<file path="config.mk">
export PLATFORM = sky130hd
export DESIGN_NAME = mul_err_stats
export DESIGN_NICKNAME = d
export VERILOG_FILES = /design/src/rtl/mul_err_stats.sv
export SDC_FILE = /design/constraint.sdc
export NUM_CORES = 1
export LEC_CHECK = 0
export CAP_MARGIN = 20
export CORE_MARGIN = 8
export CORE_UTILIZATION = 61
export DETAILED_ROUTE_END_ITERATION = 8
export GPL_ROUTABILITY_DRIVEN = 0
export PLACE_DENSITY = 0.87
export SLEW_MARGIN = 0
export SYNTH_ARGS = -nofsm -noshare
export SYNTH_HDL_FRONTEND = slang
export SYNTH_SLANG_ARGS = --single-unit
</file>
<file path="constraint.sdc">
create_clock -name clk -period 18.9 [get_ports clk]
set_input_delay 3.78 -clock clk [delete_from_list [all_inputs] [get_ports clk]]
set_output_delay 3.78 -clock clk [all_outputs]
set_load 0.005 [all_outputs]
</file>
<file path="src/rtl/mul_err_stats.sv">
`default_nettype none
// ============================================================================
// Module   : mul_err_stats
// Purpose  : Error-metrics engine for an approximate signed multiplier.
//            Takes (A, B, R) samples, computes the exact product A*B, and
//            accumulates the sample count, error count, saturating sum of
//            |R - A*B|, and the largest error with the operands that gave it.
//            The optional macro MUL_ERR_BIAS_EN adds an err_bias output,
//            a saturating signed sum of (R - A*B).
// Revision : 1.0 - initial release
// ============================================================================
module mul_err_stats #(
  parameter int W     = 8,
  parameter int CNT_W = 32,
  parameter int SUM_W = 48
) (
  input  logic               clk,
  input  logic               rst,
  input  logic               start,
  input  logic [CNT_W-1:0]   n_samples,
  input  logic               in_valid,
  output logic               in_ready,
  input  logic [W-1:0]       in_a,
  input  logic [W-1:0]       in_b,
  input  logic [2*W-1:0]     in_r,
  output logic               busy,
  output logic               done,
  output logic [CNT_W-1:0]   sample_cnt,
  output logic [CNT_W-1:0]   err_cnt,
  output logic [SUM_W-1:0]   err_sum,
  output logic [2*W:0]       max_err,
  output logic [W-1:0]       max_a,
  output logic [W-1:0]       max_b
`ifdef MUL_ERR_BIAS_EN
  ,
  output logic [SUM_W-1:0]   err_bias
`endif
);

  localparam logic [1:0] ST_IDLE  = 2'd0;
  localparam logic [1:0] ST_RUN   = 2'd1;
  localparam logic [1:0] ST_DRAIN = 2'd2;
  localparam logic [1:0] ST_DONE  = 2'd3;

  logic [1:0]       state;
  logic [CNT_W-1:0] remaining;
  logic             accept;
  logic             start_ok;

  logic signed [2*W-1:0] exact;
  logic [2*W:0]          diff;

  logic           s1_valid;
  logic [W-1:0]   s1_a;
  logic [W-1:0]   s1_b;
  logic [2*W:0]   s1_diff;

  logic [2*W:0]   abs_err;
  logic [SUM_W:0] sum_ext;

  assign in_ready = (state == ST_RUN) && (remaining != '0);
  assign busy     = (state == ST_RUN) || (state == ST_DRAIN);
  assign done     = (state == ST_DONE);
  assign accept   = in_valid && in_ready;
  assign start_ok = start && ((state == ST_IDLE) || (state == ST_DONE));

  // Exact product and signed error of the incoming sample (one bit wider than the product)
  always_comb begin
    exact = $signed({{W{in_a[W-1]}}, in_a}) * $signed({{W{in_b[W-1]}}, in_b});
    diff  = {in_r[2*W-1], in_r} - {exact[2*W-1], exact};
  end

  // Magnitude of the stage-1 error and the widened error sum used for saturation
  always_comb begin
    abs_err = s1_diff[2*W] ? (~s1_diff + (2*W+1)'(1)) : s1_diff;
    sum_ext = {1'b0, err_sum} + (SUM_W+1)'(abs_err);
  end

  // Run control: sample budget and state transitions
  always_ff @(posedge clk or posedge rst) begin
    if (rst) begin
      state     <= ST_IDLE;
      remaining <= '0;
    end else begin
      case (state)
        ST_IDLE, ST_DONE: begin
          if (start_ok) begin
            remaining <= n_samples;
            state     <= (n_samples == '0) ? ST_DONE : ST_RUN;
          end
        end
        ST_RUN: begin
          if (accept) begin
            remaining <= remaining - CNT_W'(1);
            if (remaining == CNT_W'(1)) state <= ST_DRAIN;
          end
        end
        // DRAIN always holds exactly the last sample in stage 1; it retires on this edge
        ST_DRAIN: state <= ST_DONE;
        default:  state <= ST_IDLE;
      endcase
    end
  end

  // Stage 1: capture operands and signed error of the accepted sample
  always_ff @(posedge clk or posedge rst) begin
    if (rst) begin
      s1_valid <= 1'b0;
      s1_a     <= '0;
      s1_b     <= '0;
      s1_diff  <= '0;
    end else begin
      s1_valid <= accept;
      if (accept) begin
        s1_a    <= in_a;
        s1_b    <= in_b;
        s1_diff <= diff;
      end
    end
  end

  // Stage 2: saturating statistics; strict compare keeps the first maximum on ties
  always_ff @(posedge clk or posedge rst) begin
    if (rst) begin
      sample_cnt <= '0;
      err_cnt    <= '0;
      err_sum    <= '0;
      max_err    <= '0;
      max_a      <= '0;
      max_b      <= '0;
    end else if (start_ok) begin
      sample_cnt <= '0;
      err_cnt    <= '0;
      err_sum    <= '0;
      max_err    <= '0;
      max_a      <= '0;
      max_b      <= '0;
    end else if (s1_valid) begin
      if (sample_cnt != '1) sample_cnt <= sample_cnt + CNT_W'(1);
      if (abs_err != '0) begin
        if (err_cnt != '1) err_cnt <= err_cnt + CNT_W'(1);
        err_sum <= sum_ext[SUM_W] ? '1 : sum_ext[SUM_W-1:0];
      end
      if (abs_err > max_err) begin
        max_err <= abs_err;
        max_a   <= s1_a;
        max_b   <= s1_b;
      end
    end
  end

`ifdef MUL_ERR_BIAS_EN
  logic [SUM_W:0] bias_ext;

  // Widened signed bias sum; overflow shows as the top two bits disagreeing
  always_comb begin
    bias_ext = {err_bias[SUM_W-1], err_bias} + {{(SUM_W-2*W){s1_diff[2*W]}}, s1_diff};
  end

  // Stage 2 signed bias accumulator, clamped at the signed limits
  always_ff @(posedge clk or posedge rst) begin
    if (rst) begin
      err_bias <= '0;
    end else if (start_ok) begin
      err_bias <= '0;
    end else if (s1_valid) begin
      if (bias_ext[SUM_W] != bias_ext[SUM_W-1])
        err_bias <= bias_ext[SUM_W] ? {1'b1, {(SUM_W-1){1'b0}}} : {1'b0, {(SUM_W-1){1'b1}}};
      else
        err_bias <= bias_ext[SUM_W-1:0];
    end
  end
`endif

endmodule
`default_nettype wire

</file>
==> results of run 1 <==
==> through the flow <==
step | hold slack [ns] | util (%)
floorplan | 0.446 | -
detailed placement | 0.465 | 70.6
CTS | 0.480 | 73.4
finish | 0.482 | 73.5
global route | 0.509 | 73.5
global placement | 0.458 | 70.5
==> cells in the mapped netlist, drive strengths merged, types with 4 or more instances <==
library cell | number | share of area, %
clkbuf | 74 | 1.7
xnor2 | 48 | 2.6
o2111ai | 4 | 0.22
or3 | 19 | 0.75
fa | 66 | 8.3
inv | 160 | 3.8
a21boi | 4 | 0.19
and2 | 41 | 1.6
o211a | 5 | 0.31
o211ai | 9 | 0.42
o31a | 6 | 0.33
nor2 | 89 | 2.1
nor3 | 31 | 0.97
nor4b | 7 | 0.38
a21o | 19 | 0.89
a2bb2oi | 4 | 0.22
ha | 80 | 6.3
mux2i | 46 | 2.9
a21oi | 122 | 3.8
o31ai | 15 | 0.79
nand3 | 60 | 1.9
or2 | 4 | 0.16
a211oi | 8 | 0.38
a211o | 5 | 0.27
and3 | 32 | 1.3
a41oi | 4 | 0.22
nor2b | 15 | 0.59
o21a | 12 | 0.56
o41ai | 9 | 0.61
o21ai | 118 | 3.7
or4 | 13 | 0.66
xor2 | 35 | 1.9
dfrtp | 213 | 33
o22a | 13 | 0.71
o22ai | 15 | 0.59
nand2 | 267 | 6.3
nand4 | 39 | 1.5
buf | 20 | 0.85
a31oi | 18 | 0.71
nand2b | 27 | 1.1
o221a | 4 | 0.28
and4 | 11 | 0.60
nor4 | 34 | 1.3
==> sequential cells by signal, summed over array words and instances, names as in the netlist, 8 cells and up <==
register,flops
max_a,8
s1_b,8
s1_a,8
sample_cnt,32
max_b,8
remaining,32
err_cnt,32
s1_diff,17
err_sum,48
max_err,17
==> layout make-up <==
| cell class | instances | area [um^2] | area share, % |
|---|---|---|---|
| multi-input cells | 1389 | 9630 | 50.7 |
| inverters | 160 | 608 | 3.20 |
| well taps | 335 | 419 | 2.21 |
| clock buffers | 34 | 719 | 3.79 |
| repair buffers | 229 | 2270 | 11.9 |
| clock inverters | 1 | 5.00 | 0.0264 |
| flip-flops and latches | 213 | 5330 | 28.1 |
==> worst max path at each step <==
stage | end | slack [ns] | depth (start not counted)
floorplan | err_cnt[0] | 9.30 | 1
global placement | s1_diff[16] | 9.52 | 19
detailed placement | s1_diff[16] | 9.31 | 19
CTS | s1_diff[16] | 9.82 | 19
global route | s1_diff[16] | 9.50 | 19
finish | s1_diff[16] | 9.75 | 19
==> worst max-delay path, stage by stage <==
cell	delay (ns)
sky130_fd_sc_hd__clkdlybuf4s50_1	0.73
sky130_fd_sc_hd__nand2_1	0.17
sky130_fd_sc_hd__inv_1	0.17
sky130_fd_sc_hd__fa_1	0.58
sky130_fd_sc_hd__fa_1	0.59
sky130_fd_sc_hd__inv_1	0.05
sky130_fd_sc_hd__fa_1	0.46
sky130_fd_sc_hd__fa_1	0.55
sky130_fd_sc_hd__inv_1	0.05
sky130_fd_sc_hd__fa_1	0.50
sky130_fd_sc_hd__inv_1	0.06
sky130_fd_sc_hd__ha_1	0.35
sky130_fd_sc_hd__a21oi_1	0.25
sky130_fd_sc_hd__o211a_1	0.21
sky130_fd_sc_hd__o31ai_1	0.14
sky130_fd_sc_hd__a2111o_1	0.44
sky130_fd_sc_hd__a31oi_1	0.21
sky130_fd_sc_hd__xnor2_1	0.14
sky130_fd_sc_hd__o21ai_0	0.09
==> metal layers <==
metal,GRT usage (%),routed length [um]
met5,0,0
met4,12.7,1870
met1,33.6,17000
met2,45.6,21500
met3,4.43,3490
==> cell families (layout without fill, tap and decap cells) <==
kind of cell,after synthesis,in the layout,share of synthesized area (%)
and+or+nand+nor,695,695,21.5
AOI/OAI and AO/OA,416,416,16.5
buffers and inverters,254,424,6.35
DFF,213,213,33.4
adders and majority gates,147,147,14.6
xor gates and xnor gates,83,83,4.56
muxes,48,48,3.03
==> where the power goes <==
group | total (mW) | switching, mW | internal, mW
sequential | 0.724 | 0.139 | 0.585
clock | 0.440 | 0.180 | 0.259
combinational | 2.00 | 1.17 | 0.830
total | 3.16 | 1.49 | 1.67
==> flow_summary.toml, run 1 <==
[outcome]
status = "finished clean"

[power]
p_total_mw = 3.16
power_per_cell_area_nw_per_um2 = 167
power.static_leakage_nw = 8.35
vdd_ir_drop_max_v = 0.000147

[setup_path]
worst_setup_path_end_kind = "flop"
r2r_slack_ns = 13.85
cp_max_fo = 10
timing.critical_path.from_type = "primary input"
r2r-start = "s1_diff[0]"
worst_ep_required_time_ns = 19.26
logic_depth_of_the_worst_register_to_register_path = 16
crit_arrival_ns = 9.51
timing.setup.critical_path_class = "in2reg"
cp-startpoint = "in_b[0]"
r2r_end = "err_sum[26]"

[timing]
maxClockFrequency_mhz = 109
layout_min_cycle_time_ns = 9.15
finalMaxSlewViolations = 0
layout_setup_ws_ns = 9.75
timing.clock.skew_ns = 0.0242
tightest_slew_ns = 1.02
normalized_max_slew_margin_pct = 31.5
totalNegativeSetupSlack_ns = 0
rsz_0062_raised_after_global_routing = "no"
setup_violations = 0
fin_crit_sh_pct = 48.4
count_of_final_hold_check_violations = 0

[yosys]
asyncSetResetFlopFracSynth_pct = 100
netlist_area_um2 = 16000
yosys_most_used_dff = "sky130_fd_sc_hd__dfrtp_1"
syn-instance-count = 1856
synth.distinct_cells = 70
synth_enable_flop_cells = 0
total_of_flip_flops_plus_latches_after_synthesis = 213
synth_area_per_cell_um2 = 8.59
ys.warnings.count = 0
synth_nets = 2070
synth_seq_area_share_pct = 33.4

[clock_tree]
clk-insertion-delay-late_ns = 0.52
ctsLongestPathBuffers = 3
holdBufCountCts = 0
ctsHtreeMaxLevel = 1
cts.sink_count = 213
numCtsBuffers = 24
clock_edge_transition_at_the_registers_on_the_reported_setup_and_hold_paths_ns = 0.06
cts_tree = "yes"
post_cts_resized = 0
postCtsSetupRepairBufs = 0
cts_root_buffer = "sky130_fd_sc_hd__clkbuf_16"

[grt]
grt_antenna_before_repair = 0
grt_pass1_vias = 14733
grt_pass1_wl_mm = 71.3
grt.total_usage_pct = 27.0
pin_count_of_the_biggest_net_entering_global_routing = 135
global_route.overflow_total = 0

[final_layout]
final-instance-count-excl-fill = 2361
drive_above_1_share_pct = 3.50
fillerInstances = 1974
final_net_count = 2231
final_cell_mix = "sky130_fd_sc_hd__nand2_1 (266), sky130_fd_sc_hd__clkdlybuf4s50_1 (215), sky130_fd_sc_hd__dfrtp_1 (213), sky130_fd_sc_hd__inv_1 (158), sky130_fd_sc_hd__a21oi_1 (122)"
antennaDiodeCount = 0
final_instance_area_um2 = 19000
layout.cells.most_common = "sky130_fd_sc_hd__nand2_1"
layout-area-overhead-vs-synth_pct = 19.0

[routing]
num_vias = 14810
drtIter0Drc = 1334
viasPerCell = 6.27
drcViolationCount = 0
ant_nets = 0
drt-wirelength-per-cell_um = 18.6
first_pass_drt_iterations = 6
wl_mm = 43.9

[floorplanning]
core_um2 = 25800
design.die.area_um2 = 31600
io_pins = 216
floorplan.initialDensity_pct = 61.7
num_rows = 59
die_h_um = 178
die_width_um = 178

[min_path]
holdPathEnd = "s1_b[7]"
hold_path.class = "reg2reg"
worst_hold_path.num_cells = 2
hold_start = "s1_b[7]"

[run]
drv.max_cap_violation_count = 0

[placed_design]
port_buffers = 215
place_inst = 2324
dp_slack_ns = 9.31
post_dp_cell_area_um2 = 18200
sum_of_net_half_perimeters_after_detailed_placement_mm = 31.7
Note: power is estimated with default switching activity, not from simulation.
==> run 2: changes to the inputs <==
- CORE_UTILIZATION: 61 -> 51
- PLACE_DENSITY: 0.87 -> 0.78
- clock period: 18.9 -> 8.3 ns (I/O delays scaled with it)
==> run 2 against run 1 <==
Effect of this change:
- via count decreased by 2.4%
- flip-flop and latch count unchanged
- clock skew increased by 0.0025 ns
- die area increased by 18%
- largest power group unchanged
- highest routed layer unchanged
==> flow_summary.toml, run 2 (synthesis gave the netlist of run 1 again) <==
[outcome]
status = "finished clean"

[final_layout]
layout.cells.most_common = "sky130_fd_sc_hd__nand2_1"
drive_above_1_share_pct = 3.68
final_cell_mix = "sky130_fd_sc_hd__nand2_1 (266), sky130_fd_sc_hd__clkdlybuf4s50_1 (215), sky130_fd_sc_hd__dfrtp_1 (213), sky130_fd_sc_hd__inv_1 (158), sky130_fd_sc_hd__a21oi_1 (122)"
antennaDiodeCount = 0
max_flop_register = "err_sum"
final_net_count = 2234
max_reg_flops = 48
final_instance_area_um2 = 19100
fillerInstances = 2595
layout-area-overhead-vs-synth_pct = 20.0

[setup_path]
r2r_slack_ns = 3.08
cp_max_fo = 10
critical_path.max_stage_delay_ns = 0.71
logic_depth_of_the_worst_register_to_register_path = 16
timing.critical_path.slowest_stage_cell = "sky130_fd_sc_hd__clkdlybuf4s50_1"
cp-startpoint = "in_b[0]"
r2r-start = "s1_diff[0]"
crit_top_cell = "sky130_fd_sc_hd__fa_1"
worst_ep_required_time_ns = 8.68
timing.critical_path.from_type = "primary input"
worst_setup_path_end_kind = "flop"
timing.setup.critical_path_class = "in2reg"
cell_chain_critical_path = "clkdlybuf4s50_1, nand2_1, inv_1, fa_1, fa_1, inv_1, fa_1, fa_1, inv_1, fa_1, inv_1, ha_1, a21oi_1, o211a_1, o31ai_1, a2111o_1, a31oi_1, xnor2_1, o21ai_0"
setup.worst_path.end = "s1_diff[16]"
crit_arrival_ns = 7.28
r2r_end = "err_sum[26]"

[routing]
drcViolationCount = 0
drt-wirelength-per-cell_um = 17.8
num_vias = 14448
first_pass_drt_iterations = 7
drtIter0Drc = 1229
viasPerCell = 5.93
ant_nets = 0
wl_mm = 43.4

[clock_tree]
clk-insertion-delay-late_ns = 0.54
postCtsSetupRepairBufs = 0
clock_edge_transition_at_the_registers_on_the_reported_setup_and_hold_paths_ns = 0.06
numCtsBuffers = 26
cts_root_buffer = "sky130_fd_sc_hd__clkbuf_16"
post_cts_resized = 0
ctsLongestPathBuffers = 3
ctsHtreeMaxLevel = 1
cts_tree = "yes"
cts.sink_count = 213
holdBufCountCts = 0

[timing]
hold_slack_ns = 0.482
layout_min_cycle_time_ns = 6.90
timing.clock.skew_ns = 0.0266
normalized_max_slew_margin_pct = 33.1
tightest_slew_ns = 1.00
setup_violations = 0
count_of_final_hold_check_violations = 0
rsz_0062_raised_after_global_routing = "no"
layout_setup_ws_ns = 1.40
maxClockFrequency_mhz = 145
fin_crit_sh_pct = 83.1
totalNegativeSetupSlack_ns = 0
finalMaxSlewViolations = 0

[power]
comb_power_share_pct = 62.5
power.static_leakage_nw = 8.39
p_int_mw = 3.87
power_per_cell_area_nw_per_um2 = 381
swShare_pct = 46.9
p_switching_mw = 3.42
sequentialPowerShare_pct = 22.5
relative_contribution_of_the_clock_network_to_total_power_pct = 15.0
vdd_ir_drop_max_v = 0.000325

[grt]
grt_antenna_before_repair = 0
pin_count_of_the_biggest_net_entering_global_routing = 137
grt_busiest_layer = "met2"
grt.met1_usage_pct = 29.1
grt_pass1_vias = 14321
global_route.overflow_total = 0
groute.layer.met3.usage_pct = 2.84
met2_usage_pct = 39.3
grt.total_usage_pct = 22.7
grt_pass1_wl_mm = 70.5

[placed_design]
dp_slack_ns = 0.863
post_dp_cell_area_um2 = 18300
port_buffers = 215
sum_of_net_half_perimeters_after_detailed_placement_mm = 32.0

[floorplanning]
floorplan.initialDensity_pct = 52.0
core_um2 = 30700
design.die.area_um2 = 37200
die_h_um = 193
die_width_um = 193
num_rows = 64
io_pins = 216

[min_path]
worst_hold_path.num_cells = 2
hold_path.class = "reg2reg"

[run]
drv.max_cap_violation_count = 0
==> run 2: how the worst min path moves through the flow <==
stage	from	slack, ns	end
floorplan	s1_a[1]	0.45	s1_a[1]
global placement	s1_b[7]	0.46	s1_b[7]
detailed placement	s1_a[5]	0.47	s1_a[5]
CTS	s1_a[5]	0.48	s1_a[5]
global route	s1_b[0]	0.52	s1_b[0]
finish	s1_a[5]	0.48	s1_a[5]
==> run 2: power by group through the flow <==
stage / clock, mW / sequential [mW] / combinational [mW]
after floorplan: 0 / 1.55 / 3.45
after global placement: 0 / 1.64 / 4.34
after detailed placement: 0 / 1.65 / 4.53
after CTS: 1.12 / 1.63 / 4.55
after global routing: 1.16 / 1.68 / 5.12
final: 1.10 / 1.64 / 4.55
==> run 2: worst max-delay path: cells and delay by family <==
| kind | cells | cell delay (ns) |
|---|---|---|
| fa+ha+maj | 6 | 2.99 |
| compound gates | 6 | 1.33 |
| buf+inv | 5 | 1.00 |
| simple gates | 1 | 0.16 |
| xor+xnor | 1 | 0.13 |
==> run 2: layout make-up <==
type	count	area (um^2)	area share, %
tap	396	495	2.59
inverter	160	608	3.18
clock buffer	43	754	3.94
clock inverter	5	65.1	0.340
timing repair buffer	230	2260	11.8
multi-input combinational	1389	9630	50.3
sequential	213	5330	27.8
==> run 2: stage by stage <==
| step | power [mW] | utilization (%) | instances |
|---|---|---|---|
| final | 7.29 | 62.4 | 2436 |
| after global routing | 7.96 | 62.4 | 2436 |
| after CTS | 7.30 | 62.4 | 2436 |
| after detailed placement | 6.18 | 59.8 | 2388 |
| after global placement | 5.97 | 59.7 | 2387 |
| after floorplan | 5.00 | - | 1856 |
==> run 2: routing by layer <==
metal	vias up	wire (um)
met4	0	1290
met1	6996	17600
met3	93	3300
li1	6820	-
met5	-	0
met2	539	21200
